<file path="src/rtl/uart_echo_pkg.sv">
`default_nettype none
// ============================================================================
//  Module      : uart_echo_pkg
//  Description : Shared types, constants and pattern helper for the UART
//                echo traffic generator / checker.
//  Revision    : 1.0 - initial release
// ============================================================================
package uart_echo_pkg;

    // Run-control states of the checker
    typedef enum logic [1:0] {
        IDLE  = 2'd0,
        RUN   = 2'd1,
        DRAIN = 2'd2,
        DONE  = 2'd3
    } state_t;

    localparam logic MODE_INC  = 1'b0;
    localparam logic MODE_LFSR = 1'b1;

    // Feedback taps of the 8-bit Galois LFSR (x^8 + x^4 + x^3 + x^2 + 1)
    localparam logic [7:0] LFSR_TAPS = 8'h1D;

    // Next pattern byte: plain increment, or one Galois LFSR step
    function automatic logic [7:0] next_pattern(input logic [7:0] cur, input logic mode);
        if (mode == MODE_LFSR) begin
            return {cur[6:0], 1'b0} ^ (cur[7] ? LFSR_TAPS : 8'h00);
        end
        return cur + 8'd1;
    endfunction

endpackage
`default_nettype wire

</file>
<file path="src/rtl/echo_expect_fifo.sv">
`default_nettype none
// ============================================================================
//  Module      : echo_expect_fifo
//  Description : Synchronous FIFO holding the bytes sent but not yet echoed.
//                A pop on an empty FIFO is ignored; push and pop together
//                are accepted when full, leaving occupancy unchanged.
//  Revision    : 1.0 - initial release
// ============================================================================
module echo_expect_fifo
    import uart_echo_pkg::*;
#(
    parameter int Width = 8,
    parameter int Depth = 4
) (
    input  logic                       clk,
    input  logic                       rst,
    input  logic                       i_flush,
    input  logic                       i_push,
    input  logic [Width-1:0]           i_din,
    input  logic                       i_pop,
    output logic [Width-1:0]           o_dout,
    output logic                       o_full,
    output logic                       o_empty,
    output logic [$clog2(Depth):0]     o_count
);

    localparam int AW = (Depth > 1) ? $clog2(Depth) : 1;
    localparam int CW = $clog2(Depth) + 1;
    localparam logic [AW-1:0] LAST_PTR = AW'(Depth - 1);

    logic [Width-1:0] mem_q [Depth];
    logic [Width-1:0] mem_d [Depth];
    logic [AW-1:0]    rd_ptr_q, rd_ptr_d;
    logic [AW-1:0]    wr_ptr_q, wr_ptr_d;
    logic [CW-1:0]    count_q, count_d;
    logic             do_push;
    logic             do_pop;

    assign o_empty = (count_q == '0);
    assign o_full  = (count_q == CW'(Depth));
    assign o_count = count_q;
    assign o_dout  = mem_q[rd_ptr_q];
    assign do_pop  = i_pop && !o_empty;
    assign do_push = i_push && (!o_full || do_pop);

    // Pointer, occupancy and storage update; flush overrides everything
    always_comb begin
        mem_d    = mem_q;
        rd_ptr_d = rd_ptr_q;
        wr_ptr_d = wr_ptr_q;
        count_d  = count_q;
        if (i_flush) begin
            rd_ptr_d = '0;
            wr_ptr_d = '0;
            count_d  = '0;
        end else begin
            if (do_push) begin
                mem_d[wr_ptr_q] = i_din;
                wr_ptr_d = (wr_ptr_q == LAST_PTR) ? '0 : wr_ptr_q + 1'b1;
            end
            if (do_pop) begin
                rd_ptr_d = (rd_ptr_q == LAST_PTR) ? '0 : rd_ptr_q + 1'b1;
            end
            case ({do_push, do_pop})
                2'b10:   count_d = count_q + 1'b1;
                2'b01:   count_d = count_q - 1'b1;
                default: count_d = count_q;
            endcase
        end
    end

    // State registers
    always_ff @(posedge clk) begin
        if (rst) begin
            mem_q    <= '{default: '0};
            rd_ptr_q <= '0;
            wr_ptr_q <= '0;
            count_q  <= '0;
        end else begin
            mem_q    <= mem_d;
            rd_ptr_q <= rd_ptr_d;
            wr_ptr_q <= wr_ptr_d;
            count_q  <= count_d;
        end
    end

endmodule
`default_nettype wire

</file>
<file path="config.mk">
export PLATFORM = sky130hd
export DESIGN_NAME = echo_expect_fifo
export DESIGN_NICKNAME = d
export VERILOG_FILES = /design/src/rtl/uart_echo_pkg.sv /design/src/rtl/echo_expect_fifo.sv
export SDC_FILE = /design/constraint.sdc
export NUM_CORES = 1
export LEC_CHECK = 0
export ABC_AREA = 1
export CORE_MARGIN = 2
export CORE_UTILIZATION = 38
export CTS_CLUSTER_DIAMETER = 40
export DETAILED_ROUTE_END_ITERATION = 8
export GPL_TIMING_DRIVEN = 0
export SETUP_SLACK_MARGIN = 0.5
export SLEW_MARGIN = 10
export SYNTH_ARGS = -nofsm -noshare
export SYNTH_HDL_FRONTEND = slang
export SYNTH_SLANG_ARGS = --single-unit
</file>
<file path="constraint.sdc">
create_clock -name clk -period 2.2 [get_ports clk]
set_clock_uncertainty 0.15 [all_clocks]
set_input_delay 0.55 -clock clk [delete_from_list [all_inputs] [get_ports clk]]
set_output_delay 0.55 -clock clk [all_outputs]
set_load 0.05 [all_outputs]
</file>
Word-level counts from Yosys, hierarchy flattened
Index checks and enable logic that the tools add are counted.
{"block": "word_totals", "reg_bits": 39, "input_bits": 13, "output_inout_bits": 13}
{"block": "op_classes", "reduce_logical": 10, "n_mux": 9, "bitwise": 3, "n_addsub": 4, "eq_ne": 5, "n_lt_le_gt_ge": 3}
{"operator": "bitwise mux 32 bit", "count": 1}
{"operator": "two-way mux 8 bit", "count": 3}
{"operator": "binary-select mux 8 bit (select 2 bit)", "count": 1}
{"operator": "demux 8 bit (select 2 bit)", "count": 1}
{"operator": "equality test 2 bit, second input constant", "count": 3}
{"operator": "greater-or-equal comparator 3 bit, second input constant", "count": 2}
{"operator": "inverter 2 -> 3 bit", "count": 2}
{"operator": "one-hot mux 3 bit (2 select lines)", "count": 1}
{"operator": "adder 2 x 1 -> 2 bit, second input constant", "count": 2}
{"operator": "two-way mux 2 bit", "count": 2}
{"operator": "adder 3 x 1 -> 3 bit, second input constant", "count": 1}
{"operator": "equality test 3 bit, second input constant", "count": 1}
{"operator": "logical AND 1 bit", "count": 3}
{"operator": "logical NOT 3 bit", "count": 1}
{"operator": "less-than comparator 3 x 1 -> 1 bit, second input constant", "count": 1}
{"operator": "subtractor 3 x 1 -> 3 bit, second input constant", "count": 1}
{"operator": "equality test 2 x 1 -> 1 bit, second input constant", "count": 1}
{"operator": "logical NOT 1 bit", "count": 2}
{"operator": "AND reduction 2 bit", "count": 1}
{"operator": "nonzero test 2 bit", "count": 1}
{"operator": "OR reduction 2 bit", "count": 1}
{"operator": "logical OR 1 bit", "count": 1}
{"operator": "inverter 1 bit", "count": 1}

Longest topological paths before layout
{"block": "logic_depth", "ltp_word": 7, "ltp_mapped": 11}

Worst setup path before layout
Ideal clock, no wire load.
{"block": "synth_timing", "path_type": "register to output", "startpoint": "register count_q[2] (netlist: o_count[2])", "endpoint": "output o_full", "setup_slack_ns": -0.365, "required_time_ns": 1.500, "n_path_buf": 0, "stages_incl_launch_ff": 3, "arrival_ns": 1.865, "path_cell_list": "dfxtp_1 -> inv_1 -> nor3_1"}
{"block": "synth_between", "elab_chain_len": 1}
{"item": "from (decl)", "line": "echo_expect_fifo.sv:35", "text": "logic [CW-1:0] count_q, count_d;"}
{"item": "from (signal assigned)", "line": "echo_expect_fifo.sv:83", "text": "count_q <= count_d;"}
{"item": "equality test 3 bit", "line": "echo_expect_fifo.sv:40", "text": "assign o_full = (count_q == CW'(Depth));"}
{"item": "to (decl)", "line": "echo_expect_fifo.sv:22", "text": "output logic o_full,"}
No other way between the ends.

Worst setup path after layout
{"block": "layout_timing", "startpoint": "register rd_ptr_q[0]", "endpoint": "output o_dout[0]"}
{"block": "layout_between", "elab_chain_len": 4}
{"item": "from (decl)", "line": "echo_expect_fifo.sv:33", "text": "logic [AW-1:0] rd_ptr_q, rd_ptr_d;"}
{"item": "from (signal assigned)", "line": "echo_expect_fifo.sv:81", "text": "rd_ptr_q <= rd_ptr_d;"}
{"item": "inverter 2 -> 3 bit (not written as such)", "line": "echo_expect_fifo.sv:42", "text": "assign o_dout = mem_q[rd_ptr_q];"}
{"item": "binary-select mux 8 bit (select 2 bit)", "line": "echo_expect_fifo.sv:42"}
{"item": "two-way mux 8 bit (not written as such) (2 in a row)", "line": "echo_expect_fifo.sv:42"}
{"item": "to (decl)", "line": "echo_expect_fifo.sv:21", "text": "output logic [Width-1:0] o_dout,"}
No other way between the ends. The select of a mux whose other input is x is not followed.

==> results.md <==
- Outcome: complete, no violations
- Slew @ Worst Pin: around 0.30 ns
- Pleak: approximately 1.4 nW
- Final Cycle Share: a little over nine tenths
- Count of final setup violators: 0
- Ant. Diodes: 0
- Die area: 0.00576 mm²
- Max-slew headroom: between 80% and 90%
- Avg Inst Size Synth: approximately 6.5 µm²
- Yosys top cell by area: dfxtp_1
- MaxCap Viol Count: 0
- First-pass GRT wire length: between 8000 and 9000 µm
- Area of the multi-input gates: about 0.0013 mm²
- Core area: between 0.005 and 0.006 mm²
- Cells along the critical path: buf_12 -> inv_12 -> buf_12 -> o21ai_4 -> a21oi_4 -> a21oi_4 -> buf_6
- IO Pins: 26
- CTS tree: yes
- Vias per cell: 4.44
- Layout cells sized above 1: between 30% and 40%
- Pwr/cell area: between 500 and 600 mW/mm²
- Synth top area share: 39.8%
- DRT Wirelength: approximately 5300 µm
- Sinks on Clock Net: 39
- Post-synth cell types: 16
- Cells after synthesis: ~300
- # fillers: approximately 460
- Finished Layout Cells: about 430
- Hold Path Depth: 4
- Final hold vios: 0
- Antenna Nets Post-Route: 0
- Dpl hpwl: between 3000 and 4000 µm
- Crit. path cell count: 7
- Clock buffer count from CTS: 5
- Yosys reg bits: 39
- Seq. cell area: 795 µm²
- Setup TNS: 0 ns
- Most common cell after layout, fill and taps aside: nand2_1
- Critical path arrival: ~1.4 ns
- Data required time of the worst path: about 1.5 ns
- WP buf/inv: 4
- RSZ-0062 raised after global routing: yes
- Synthesis Warnings: 0
- Largest cells by area after synthesis: dfxtp_1 (40%), nand2_1 (15%), nor2_1 (13%), inv_1 (8.8%), a21oi_1 (7.9%)
- Initial antenna violation count: 0
- Htree depth: 2
- Nets: roughly 380
- Startpoint Class: register
- GRT Util Overall: 20.3%
- Max Slew Vio Count: 0
- WHS: 0.368 ns
- Cell area after synthesis: a little under 0.002 mm²
- Num rows: 26
- R2R cell count: 10
- Starting Density: 38.9%
- Critical path's top delay family: buffers and inverters
- Number of global-route vias before repair: 1,709
- Reg2Reg Setup Slack: approximately 0.30 ns
- Sequential share of the synthesized area: between 30% and 40%
- Worst vdd ir: about 0.29 mV
- Largest net degree at the start of global routing: 13
- Clock buffer depth: 2
- Global placer's final weighted congestion: ~0.74
- Critical-path top delay cell: dfxtp_2
- Syn_nets: between 300 and 400
- Post-Place Cells: between 300 and 400
- Grt ovf: 0
- CP max stage delay: roughly 0.35 ns
- Die height: roughly 76 µm
- Critical path type: register to output pin
- CTS Root Cell: clkbuf_8
- Tmin final: 2.14 ns
- Commonest cells after routing, fill and taps aside: nand2_1 (69), nor2_1 (68), inv_1 (38)
- Fmax: between 0.4 and 0.5 GHz
- Post-CTS Hold Fix Bufs: 0
- Area growth from synthesis to layout: 58.4%
- Hold Crit Class: register to register
- Reg clk slew, reported paths: around 0.08 ns
- Iteration-0 DRC Markers: 74
- Wire per inst: 12.4 µm
- Final core occ: between 60% and 70%
- # DRC: 0
- Port bufs: 25
- Clock latency on the worst-skew pair: about 0.29 ns
- Initial DRT Pass Iterations: 5
- Vias: ~1.9k
- Worst setup EP type: output pin
- Die width: approximately 76 µm
- Worst-path maximum fanout: 9
-- final cells by class --
cell class / count / share of cell area (%)
plain buffers: 11 / 4.43
clock buffers: 7 / 3.46
clock inverters: 1 / 0.161
inverters: 46 / 6.60
multi-input cells: 207 / 42.1
flip-flops and latches: 39 / 25.6
well taps: 70 / 2.82
repair buffers: 46 / 14.9
-- worst paths after layout --
check | from | endpoint
worst max-delay path | rd_ptr_q[0] | o_dout[0]
worst min-delay path | mem_q[1] | mem_q[1]
worst max register to register | o_count[0] | o_count[2]
worst min register to register | mem_q[1] | mem_q[1]
-- metal layers --
layer  share of wire (%)  global-route usage [%]
met5                   0                       0
met4                0.68                    5.26
met3                 3.5                    4.50
met2                  49                    34.3
met1                  47                    26.0
-- per-stage QoR --
step / setup slack, ns / power, mW / cell area, µm²
4_1_cts: 0.0680 / 1.75 / 2980
6_report: 0.0645 / 1.74 / 3110
2_1_floorplan: 0.206 / 1.00 / 2280
5_1_grt: 0.0129 / 1.83 / 3110
3_5_place_dp: -0.599 / 1.11 / 2620
3_3_place_gp: -0.555 / 1.10 / 2620
-- power by group --
part	switching, mW	total, mW	internal (mW)
Sequential	0.0196	0.748	0.728
Clock	0.265	0.586	0.322
Combinational	0.239	0.406	0.167
-- worst min-delay path, delay by kind of cell (launching register included) --
kind                   cells  cell delay [ns]
flip-flops                 1             0.32
AND/OR/NAND/NOR            3             0.12
buffers and inverters      1             0.05
-- cell families (layout without fill, tap and decap cells) --
group	after synthesis	count (layout)	share of synthesized area [%]
simple gates	155	155	32.1
compound gates	45	45	11.5
flops	39	39	39.8
buf+inv	57	111	11.9
fa+ha+maj	7	7	4.84
-- synth_stat cells --
master,instances
or2_2,1
nand3_2,1
ha_1,6
o21ai_0,14
clkbuf_1,4
nor3_1,1
fa_1,1
dfxtp_1,39
nand4_2,4
buf_2,3
nand2_1,78
inv_1,46
nor2_2,1
nor2_1,69
a21oi_1,31
buf_4,4
-- sequential cells by signal (all words and copies together) (netlist names) --
signal    flops
mem_q        32
o_count       3
rd_ptr_q      2
wr_ptr_q      2
-- repair_timing --
item                                   4_1_cts  5_1_grt
cloned                                       2        0
pin swaps                                    7        9
endpoints found under the hold margin        0        0
setup endpoints to repair                   48       48
gates resized for setup                    124       16
setup buffers                               10        9
No activity file was read; power rests on OpenSTA's default activity.
